==> src/rtl/busca_instrucao_if.sv <==
// busca_instrucao_if -- bus between the instruction fetch unit, its ROM and the decoder.
//
// Signals:
//   iniciar, parar        fetch start / stop requests
//   salto, endereco_salto single-cycle jump request and target
//   ler_endereco          ROM address (equals the PC)
//   instrucao_in          ROM data, combinational in ler_endereco
//   instrucao, valido     registered instruction and its valid flag to the decoder
//   pronto                decoder ready; a handoff happens when valido and pronto are both high
//   ocupado               fetch unit is not idle
//
// Modports:
//   slave  -- the fetch unit (busca_instrucao)
//   master -- the surrounding system (control, ROM and decoder side)
interface busca_instrucao_if #(
    parameter int unsigned LARGURA_END = 8
);
    logic                   iniciar;
    logic                   parar;
    logic                   salto;
    logic [LARGURA_END-1:0] endereco_salto;
    logic [LARGURA_END-1:0] ler_endereco;
    logic [7:0]             instrucao_in;
    logic [7:0]             instrucao;
    logic                   valido;
    logic                   pronto;
    logic                   ocupado;

    modport slave (
        input  iniciar,
        input  parar,
        input  salto,
        input  endereco_salto,
        input  instrucao_in,
        input  pronto,
        output ler_endereco,
        output instrucao,
        output valido,
        output ocupado
    );

    modport master (
        output iniciar,
        output parar,
        output salto,
        output endereco_salto,
        output instrucao_in,
        output pronto,
        input  ler_endereco,
        input  instrucao,
        input  valido,
        input  ocupado
    );
endinterface

==> src/rtl/busca_instrucao.sv <==
// busca_instrucao -- instruction fetch unit.
//
// Walks a ROM of PROFUNDIDADE words (PC wraps modulo PROFUNDIDADE), registers each word into
// instrucao and hands it to the decoder with a valido/pronto handshake, one instruction per
// cycle while the decoder keeps pronto high.
//
// Ports:
//   clk    single clock, rising edge
//   reset  asynchronous, active-low reset
//   bus    busca_instrucao_if.slave (control, ROM and decoder signals)
//
// Parameters:
//   LARGURA_END   ROM address width
//   PROFUNDIDADE  ROM depth; power of 2, at most 2**LARGURA_END
//
// Configuration:
//   BUSCA_INSTRUCAO_SALTO_EN  when defined, salto/endereco_salto load the PC and restart the
//                             fetch; when undefined both are ignored.
module busca_instrucao #(
    parameter int unsigned LARGURA_END  = 8,
    parameter int unsigned PROFUNDIDADE = 32
) (
    input logic              clk,
    input logic              reset,
    busca_instrucao_if.slave bus
);

    localparam logic [LARGURA_END-1:0] Mascara = LARGURA_END'(PROFUNDIDADE - 1);

    typedef enum logic [1:0] {
        StOcioso,
        StBusca,
        StValido
    } estado_e;

    estado_e                estado_q, estado_d;
    logic [LARGURA_END-1:0] pc_q, pc_d;
    logic [7:0]             instr_q, instr_d;
    logic                   valido_q, valido_d;
    // A parar seen before the handoff it applies to.
    logic                   parar_pend_q, parar_pend_d;

    logic [LARGURA_END-1:0] pc_inc;
    logic                   parar_efetivo;
    logic                   salto_ativo;
    logic [LARGURA_END-1:0] pc_salto;

    assign pc_inc        = (pc_q + LARGURA_END'(1)) & Mascara;
    assign parar_efetivo = bus.parar | parar_pend_q;

`ifdef BUSCA_INSTRUCAO_SALTO_EN
    assign salto_ativo = bus.salto;
    assign pc_salto    = bus.endereco_salto & Mascara;
`else
    logic unused_salto;
    assign unused_salto = ^{bus.salto, bus.endereco_salto};
    assign salto_ativo  = 1'b0;
    assign pc_salto     = '0;
`endif

    // State and datapath registers.
    always_ff @(posedge clk or negedge reset) begin
        if (!reset) begin
            estado_q     <= StOcioso;
            pc_q         <= '0;
            instr_q      <= 8'h00;
            valido_q     <= 1'b0;
            parar_pend_q <= 1'b0;
        end else begin
            estado_q     <= estado_d;
            pc_q         <= pc_d;
            instr_q      <= instr_d;
            valido_q     <= valido_d;
            parar_pend_q <= parar_pend_d;
        end
    end

    // Next state; salto outranks parar, which outranks a plain handoff.
    always_comb begin
        estado_d = estado_q;
        unique case (estado_q)
            StOcioso: begin
                if (bus.iniciar) estado_d = StBusca;
            end
            StBusca: begin
                if (!salto_ativo) estado_d = StValido;
            end
            StValido: begin
                if (salto_ativo) begin
                    estado_d = StBusca;
                end else if (bus.pronto && parar_efetivo) begin
                    estado_d = StOcioso;
                end
            end
            default: estado_d = StOcioso;
        endcase
    end

    // Datapath updates and outputs.
    always_comb begin
        pc_d         = pc_q;
        instr_d      = instr_q;
        valido_d     = valido_q;
        parar_pend_d = parar_pend_q;
        unique case (estado_q)
            StOcioso: begin
                if (salto_ativo) pc_d = pc_salto;
            end
            StBusca: begin
                if (salto_ativo) begin
                    pc_d = pc_salto;
                end else begin
                    instr_d  = bus.instrucao_in;
                    pc_d     = pc_inc;
                    valido_d = 1'b1;
                    if (bus.parar) parar_pend_d = 1'b1;
                end
            end
            StValido: begin
                if (salto_ativo) begin
                    // Unaccepted instruction is discarded; refetch from the target.
                    pc_d     = pc_salto;
                    valido_d = 1'b0;
                end else if (bus.pronto) begin
                    if (parar_efetivo) begin
                        // PC already points at the next word, so a later iniciar resumes there.
                        valido_d     = 1'b0;
                        parar_pend_d = 1'b0;
                    end else begin
                        instr_d = bus.instrucao_in;
                        pc_d    = pc_inc;
                    end
                end else if (bus.parar) begin
                    parar_pend_d = 1'b1;
                end
            end
            default: begin
                valido_d     = 1'b0;
                parar_pend_d = 1'b0;
            end
        endcase
    end

    assign bus.ler_endereco = pc_q;
    assign bus.instrucao    = instr_q;
    assign bus.valido       = valido_q;
    assign bus.ocupado      = (estado_q != StOcioso);

endmodule

==> src/flat_wrapper.sv <==
// flat-port wrapper written by rule: the top's interface ports become plain ports
module busca_instrucao_flat 
#(
    parameter int unsigned LARGURA_END  = 8,
    parameter int unsigned PROFUNDIDADE = 32
)
  (clk, reset, bus_iniciar, bus_parar, bus_salto, bus_endereco_salto, bus_instrucao_in, bus_pronto, bus_ler_endereco, bus_instrucao, bus_valido, bus_ocupado);
  busca_instrucao_if #(.LARGURA_END(LARGURA_END)) bus_i ();
  input logic clk;
  input logic reset;
  input wire logic [$bits(bus_i.iniciar)-1:0] bus_iniciar;
  input wire logic [$bits(bus_i.parar)-1:0] bus_parar;
  input wire logic [$bits(bus_i.salto)-1:0] bus_salto;
  input wire logic [$bits(bus_i.endereco_salto)-1:0] bus_endereco_salto;
  input wire logic [$bits(bus_i.instrucao_in)-1:0] bus_instrucao_in;
  input wire logic [$bits(bus_i.pronto)-1:0] bus_pronto;
  output wire logic [$bits(bus_i.ler_endereco)-1:0] bus_ler_endereco;
  output wire logic [$bits(bus_i.instrucao)-1:0] bus_instrucao;
  output wire logic [$bits(bus_i.valido)-1:0] bus_valido;
  output wire logic [$bits(bus_i.ocupado)-1:0] bus_ocupado;
  assign bus_i.iniciar = bus_iniciar;
  assign bus_i.parar = bus_parar;
  assign bus_i.salto = bus_salto;
  assign bus_i.endereco_salto = bus_endereco_salto;
  assign bus_i.instrucao_in = bus_instrucao_in;
  assign bus_i.pronto = bus_pronto;
  assign bus_ler_endereco = bus_i.ler_endereco;
  assign bus_instrucao = bus_i.instrucao;
  assign bus_valido = bus_i.valido;
  assign bus_ocupado = bus_i.ocupado;
  busca_instrucao #(.LARGURA_END(LARGURA_END), .PROFUNDIDADE(PROFUNDIDADE)) u_core (.clk(clk), .reset(reset), .bus(bus_i));
endmodule
==> config.mk <==
export PLATFORM = sky130hd
export DESIGN_NAME = busca_instrucao_flat
export DESIGN_NICKNAME = d
export VERILOG_FILES = /design/src/rtl/busca_instrucao_if.sv /design/src/rtl/busca_instrucao.sv /design/src/flat_wrapper.sv
export SDC_FILE = /design/constraint.sdc
export NUM_CORES = 1
export LEC_CHECK = 0
export ABC_AREA = 1
export BUFFER_PORTS_ARGS = -buffer_cell sky130_fd_sc_hd__buf_2
export CORE_MARGIN = 4
export CORE_UTILIZATION = 25
export DETAILED_ROUTE_END_ITERATION = 12
export PLACE_DENSITY_LB_ADDON = 0.05
export REMOVE_ABC_BUFFERS = 1
export SYNTH_ARGS = -nofsm -noshare
export SYNTH_HDL_FRONTEND = slang
export SYNTH_SLANG_ARGS = --single-unit
==> constraint.sdc <==
create_clock -name clk -period 1.48 [get_ports clk]
set_input_delay 0.074 -clock clk [delete_from_list [all_inputs] [get_ports clk]]
set_output_delay 0.074 -clock clk [all_outputs]
set_load 0.02 [all_outputs]
==> flow_summary.toml, run 1 <==
[yosys]
ys_top_cells_by_area = "dfrtp_1 (46%), nand2_1 (17%), nand3_1 (9.1%)"
synth_common_cells = "nand2_1 (43), dfrtp_1 (17), nand3_1 (17)"
yosysTopAreaCell = "dfrtp_1"
synth_ff_type = "dfrtp_1"
async_flop_share_pct = 100.0
synth.avg_cell_area_sq_um = 8.188
synth_edf_count = 0
seq_area_frac_synth_pct = 45.58
syn_inst = 114
synth.most_common_cell = "nand2_1"
syn_area_sq_um = 933.4
synth_top_area_share_pct = 45.58
yosysWarningCount = 0
yosysUniqueCellTypes = 17
ys_ff_latch = 17

[drt]
drt_wl_total_mm = 2.094
dr.pass1.iters = 4
routedWlPerCell_um = 10.96
antenna_left = 0
vias = 820
viasPerCell = 4.293
post-route-drc-count = 0
drtIter0Drc = 18

[critical_path]
required_ns = 1.67
slowest_delay_ns = 0.39
cp_common_cell = "nand2_1"
worstRegToRegCells = 8
r2r-end = "u_core.bus.instrucao[0]$_DFFE_PN0P_"
r2r_slack_ns = 0.13
crit_path_end_kind = "register"
slowest_stage = "dfrtp_1"
crit_arrival_ns = 1.53
critPathKind = "reg2reg"
path_cells = "inv_1 -> ha_2 -> nand2_1 -> inv_2 -> nand2_8 -> nand2_4 -> nand2_1 -> nand2_1"
reg2reg_from = "u_core.estado_q[0]$_DFFE_PN0P_"
worst-path-max-fanout = 16
critPathLaunchType = "register"

[cts]
clock_sinks = 17
h-tree-depth = 1
cts_root_buf = "clkbuf_8"
post_cts_buffers = 0
clock_latency_ns = 0.25
cts_made_buffers = 3
clkTransAtPathRegs_ns = 0.06
cts_max_path_buffers = 2
tritoncts = "done"

[place]
dp_hpwl_mm = 1.492
io_buffers = 27
place_congestion = 0.7758

[finish]
area_growth_pct = 27.21
n_fill_cell = 390
regArea_sq_um = 425.4
antenna_cells = 0
final_util_pct = 34.24
final_layout_size_suffix_gt1_share_pct = 27.59
layout.nets = 173
multi_input_area_sq_um = 461.7

[floorplan]
coreArea_sq_mm = 0.003468
start_util_pct = 26.91
io_pins = 40
rows = 21
die-area_sq_mm = 0.004776
die_h_um = 69.11
die_x_um = 69.11

[sta]
finalSetupViolCount = 0
finalHoldViolCount = 0
period_minus_slack_ns = 1.347
setup-tns-final_ns = 0
clock.fmax_ghz = 0.7425
period_share_pct = 91.00
slew_viol_final = 0
finClkSkew_ns = 0.001516
rsz0062_at_grt = "no"

[grt]
grt_pass1_vias = 778
gr-total-overflow = 0
grt_usage_pct = 9.143
grt_max_degree = 18
antenna_found_initial = 0
grt_pass1_wl_mm = 3.608

[hold_path]
min_path_type = "in2reg"
whs_path_depth = 3
hold_end = "u_core.bus.instrucao[1]$_DFFE_PN0P_"
hp-start = "bus_instrucao_in[1]"

[power_and_ir_drop]
max-vdd-ir-drop_v = 0.0008065
powerDensity_mw_per_mm2 = 2209
power.static_leakage_nw = 0.6644

[run]
cap_violations = 0

[run_status]
outcome = "finished clean"
==> where the power goes <==
| part | leakage [nW] | total (mW) | internal, mW | switching (mW) |
|---|---|---|---|---|
| logic | 0.427 | 1.42 | 0.514 | 0.908 |
| registers | 0.215 | 0.861 | 0.688 | 0.174 |
| clock network | 0.0228 | 0.339 | 0.191 | 0.148 |
| total | 0.664 | 2.62 | 1.39 | 1.23 |
==> critical path, delay by kind of cell, from the launching register on <==
family | cells | cell delay [ns]
buffers and inverters | 2 | 0.21
adders and majority gates | 1 | 0.23
DFF | 1 | 0.39
and+or+nand+nor | 5 | 0.44
==> metal layers <==
metal / global-route usage, % / share of wire, % / routed length [um] / vias up
met3: 3.779 / 6.3 / 131 / 2
met1: 12.23 / 48 / 1014 / 376
li1: - / - / - / 418
met2: 13.77 / 45 / 934 / 24
met5: 0 / 0 / 0 / -
met4: 1.952 / 0.62 / 13 / 0
==> final cells by class <==
class	count	area share, %
Multi-Input combinational cell	84	38.88
Sequential cell	17	35.83
Timing Repair Buffer	30	13.49
Tap cell	46	4.847
Clock buffer	4	3.793
Inverter	10	3.161
==> stage by stage <==
stage                     hold WS (ns)  total power, mW  cells  cell area, sq um  worst slack (ns)
after floorplan                -0.2216            1.778    110             888.4            0.2076
final                          0.01550            2.623    191              1187            0.1332
after detailed placement       0.03193            2.233    185              1096           0.02859
after CTS                     0.005152            2.603    190              1151           0.01847
after global routing           0.01213            2.898    191              1187           0.02194
after global placement         0.03352            2.225    185              1096           0.05615
==> kinds of logic after synthesis <==
group,synth area share [%]
compound gates,1.608
xor+xnor,0.9385
fa+ha+maj,6.702
buf+inv,9.651
flops,45.58
other cells,0.4018
simple gates,35.12
==> placed cells by master (no fill, tap or decap) <==
master         Yosys  final
nand2_1           43     43
buf_2              0     27
nand3_1           17     17
dfrtp_1           17     17
inv_1              9      9
nand4_1            5      5
ha_1               5      4
conb_1             1      3
clkbuf_8           0      3
nand2_8            0      2
nand2_4            2      2
a21oi_1            2      2
buf_4              5      2
inv_2              1      1
nor2_4             1      1
o21ai_0            1      1
nor2_1             1      1
nand2_2            2      1
xor2_1             1      1
ha_2               0      1
clkbuf_1           0      1
dlygate4sd3_1      0      1
==> how the worst max path moves through the flow <==
stage                     slack (ns)                                endpoint                           start  cells after the start
after floorplan                 0.21  u_core.bus.ler_endereco[3]$_DFFE_PN0P_  u_core.estado_q[0]$_DFFE_PN0P_                      7
after global placement          0.06  u_core.bus.ler_endereco[3]$_DFFE_PN0P_  u_core.estado_q[0]$_DFFE_PN0P_                      8
after detailed placement        0.03     u_core.bus.instrucao[5]$_DFFE_PN0P_  u_core.estado_q[0]$_DFFE_PN0P_                      8
after CTS                       0.02  u_core.bus.ler_endereco[4]$_DFFE_PN0P_  u_core.estado_q[0]$_DFFE_PN0P_                      8
after global routing            0.02  u_core.bus.ler_endereco[0]$_DFFE_PN0P_  u_core.estado_q[1]$_DFFE_PN0P_                      6
final                           0.13     u_core.bus.instrucao[0]$_DFFE_PN0P_  u_core.estado_q[0]$_DFFE_PN0P_                      8
==> sequential cells by signal, summed over array words and instances, names as in the netlist <==
register / count
u_core.estado_q: 2
u_core.bus.valido: 1
u_core.bus.instrucao: 8
u_core.bus.ler_endereco: 5
u_core.parar_pend_q: 1
==> what timing repair did <==
| item | in CTS | in global routing |
|---|---|---|
| gates resized for setup | 0 | 4 |
| hold buffers | 1 | 0 |
| hold endpoints to repair | 17 | 0 |
| endpoints found under the setup margin | 0 | 13 |
Note: power is estimated with default switching activity, not from simulation.
==> inputs of run 2 (changes only) <==
--- a/config.mk
+++ b/config.mk
@@ -5,11 +5,11 @@
 export SDC_FILE = /design/constraint.sdc
 export NUM_CORES = 1
 export LEC_CHECK = 0
-export ABC_AREA = 1
 export BUFFER_PORTS_ARGS = -buffer_cell sky130_fd_sc_hd__buf_2
 export CORE_MARGIN = 4
 export CORE_UTILIZATION = 25
 export DETAILED_ROUTE_END_ITERATION = 12
+export GPL_TIMING_DRIVEN = 0
 export PLACE_DENSITY_LB_ADDON = 0.05
 export REMOVE_ABC_BUFFERS = 1
 export SYNTH_ARGS = -nofsm -noshare
==> flow_summary.toml, run 2 <==
[yosys]
yosysTopAreaCell = "dfrtp_1"
synth_top_area_share_pct = 52.88
synth.avg_cell_area_sq_um = 13.87
syn_area_sq_um = 804.5
synth.most_common_cell = "dfrtp_1"
synth_edf_count = 0
synth_ff_type = "dfrtp_1"
syn_inst = 58
synth_common_cells = "dfrtp_1 (17), mux2_2 (12), ha_1 (5)"
yosysUniqueCellTypes = 15
async_flop_share_pct = 100.0
seq_area_frac_synth_pct = 52.88
ys_ff_latch = 17
yosysWarningCount = 0
ys_top_cells_by_area = "dfrtp_1 (53%), mux2_2 (17%), ha_1 (7.8%)"

[cts]
h-tree-depth = 1
cts_made_buffers = 3
clock_latency_ns = 0.30
cts_root_buf = "clkbuf_4"
clkTransAtPathRegs_ns = 0.11
clock_sinks = 17
tritoncts = "done"
cts_max_path_buffers = 2

[sta]
finalHoldViolCount = 0
relSlewSlack_pct = 64.06
finClkSkew_ns = 0.007036
setup-tns-final_ns = -0.2086
rsz0062_at_grt = "yes"
slew_viol_final = 0
period_share_pct = 102.7
period_minus_slack_ns = 1.520
worst_slack_ns = -0.03963
finalSetupViolCount = 10
tightestPinTransition_ns = 0.5335
clock.fmax_ghz = 0.6581

[run]
cap_violations = 0

[grt]
grt_usage_pct = 9.134
gr-total-overflow = 0
antenna_found_initial = 0
grt_pass1_vias = 658
grt_pass1_wl_mm = 2.967
grt_max_degree = 18

[drt]
drt_wl_total_mm = 1.705
viasPerCell = 4.082
dr.pass1.iters = 2
top_layer_used = "met4"
post-route-drc-count = 0
met3WireLength_um = 125
vias = 600
wl_met2_um = 762
wl_met1_um = 800
routedWlPerCell_um = 11.60
antenna_left = 0
drtIter0Drc = 17

[critical_path]
critPathLaunchType = "register"
critPathKind = "reg2reg"
path_cells = "inv_2 -> ha_4 -> and4bb_4 -> nor2_4 -> mux2_2"
crit_arrival_ns = 1.71
worst-path-max-fanout = 5
required_ns = 1.67
slowest_stage = "dfrtp_1"
crit_path_end_kind = "register"
slowest_delay_ns = 0.40

[place]
dp_worst_setup_slack_ns = -0.1896
dp_hpwl_mm = 1.136
place_congestion = 0.6469
io_buffers = 27

[finish]
layout.nets = 131
antenna_cells = 0
n_fill_cell = 331
largest_register_ff_count = 8
multi_input_area_sq_um = 422.9
final_layout_size_suffix_gt1_share_pct = 58.25
area_growth_pct = 49.77
final_cell_mix = "buf_2 (27), dfrtp_1 (17), dlygate4sd3_1 (9)"
final_common_cell = "buf_2"
regArea_sq_um = 425.4

[power_and_ir_drop]
powerDensity_mw_per_mm2 = 2224
power.static_leakage_nw = 0.5728
finalPower_mw = 2.680
max-vdd-ir-drop_v = 0.0007784

[floorplan]
coreArea_sq_mm = 0.003078
die_x_um = 64.73
die_h_um = 64.73
rows = 20
start_util_pct = 26.14
io_pins = 40
die-area_sq_mm = 0.004190

[hold_path]
min_path_type = "in2reg"

[run_status]
outcome = "finished, violations left"
violations = "negative setup slack"
-- run 2: cell types whose count changed after synthesis, moves of 4 or more --
| cell | change |
|---|---|
| nand4_1 | -5 |
| nand2_1 | -43 |
| mux2_2 | +12 |
| nand3_1 | -17 |
| inv_1 | -6 |
| xnor2_1 | +4 |
-- run 2: final cells by class --
class,count,share of cell area (%)
Timing Repair Buffer,41,21.81
Clock inverter,1,0.4154
Tap cell,44,4.569
Inverter,3,0.9346
Clock buffer,3,1.869
Sequential cell,17,35.31
Multi-Input combinational cell,38,35.10
-- run 2: cells by family (layout without fill, tap and decap cells) --
group / count (synthesis) / count (layout) / synth area share, %
compound gates: 9 / 9 / 6.998
buf+inv: 6 / 48 / 4.199
fa+ha+maj: 5 / 5 / 7.776
other cells: 1 / 3 / 0.4661
simple gates: 4 / 5 / 6.533
flops: 17 / 17 / 52.88
xor+xnor: 4 / 4 / 4.354
mux: 12 / 12 / 16.80
-- run 2: path summary, 6_finish.rpt --
path / from / end / slack [ns] / cells past startpoint
worst min-delay path: bus_parar / u_core.parar_pend_q$_DFFE_PN0P_ / 0.08 / 3
worst min register to register: u_core.bus.ler_endereco[4]$_DFFE_PN0P_ / u_core.bus.ler_endereco[4]$_DFFE_PN0P_ / 0.47 / 1
min in group asynchronous: reset / u_core.bus.instrucao[4]$_DFFE_PN0P_ / 0.22 / 2
worst max-delay path: u_core.estado_q[0]$_DFFE_PN0P_ / u_core.bus.instrucao[3]$_DFFE_PN0P_ / -0.04 / 5
max in group asynchronous: reset / u_core.bus.ler_endereco[1]$_DFFE_PN0P_ / 0.97 / 2
worst max register to register: u_core.estado_q[0]$_DFFE_PN0P_ / u_core.bus.instrucao[3]$_DFFE_PN0P_ / -0.04 / 5
-- run 2: through the flow --
stage	hold slack (ns)	cells	area [sq um]	utilization (%)
global placement	0.03178	128	979.7	31.83
floorplan	-0.2216	57	789.5	-
global route	0.08501	147	1205	39.15
detailed placement	0.03403	128	979.7	31.83
finish	0.07752	147	1205	39.15
CTS	0.0002089	145	1172	38.09
-- run 2: worst max-delay path, delay by kind of cell (launching register included) --
family / cells / cell delay, ns
adder cells (fa/ha/maj): 1 / 0.17
flip-flops: 1 / 0.40
buffers and inverters: 1 / 0.07
multiplexers: 1 / 0.35
AND/OR/NAND/NOR: 2 / 0.43
-- run 2: what timing repair did --
item                                   4_1_cts  5_1_grt
buffers inserted                             4        1
hold buffers                                 8        1
pin swaps                                    3        2
setup endpoints to repair                   13       14
cloned                                       1        0
resized for setup                           10        4
endpoints found under the hold margin       24        1
-- run 2: power breakdown --
group	total, mW	switching [mW]	internal [mW]
clock	0.256	0.155	0.101
sequential	0.867	0.167	0.701
combinational	1.56	0.763	0.794
-- run 2: per-layer routing --
metal | global-route usage, % | vias up
li1 | - | 291
met1 | 11.31 | 286
met2 | 14.43 | 21
met3 | 3.986 | 2
met4 | 2.375 | 0
met5 | 0 | -
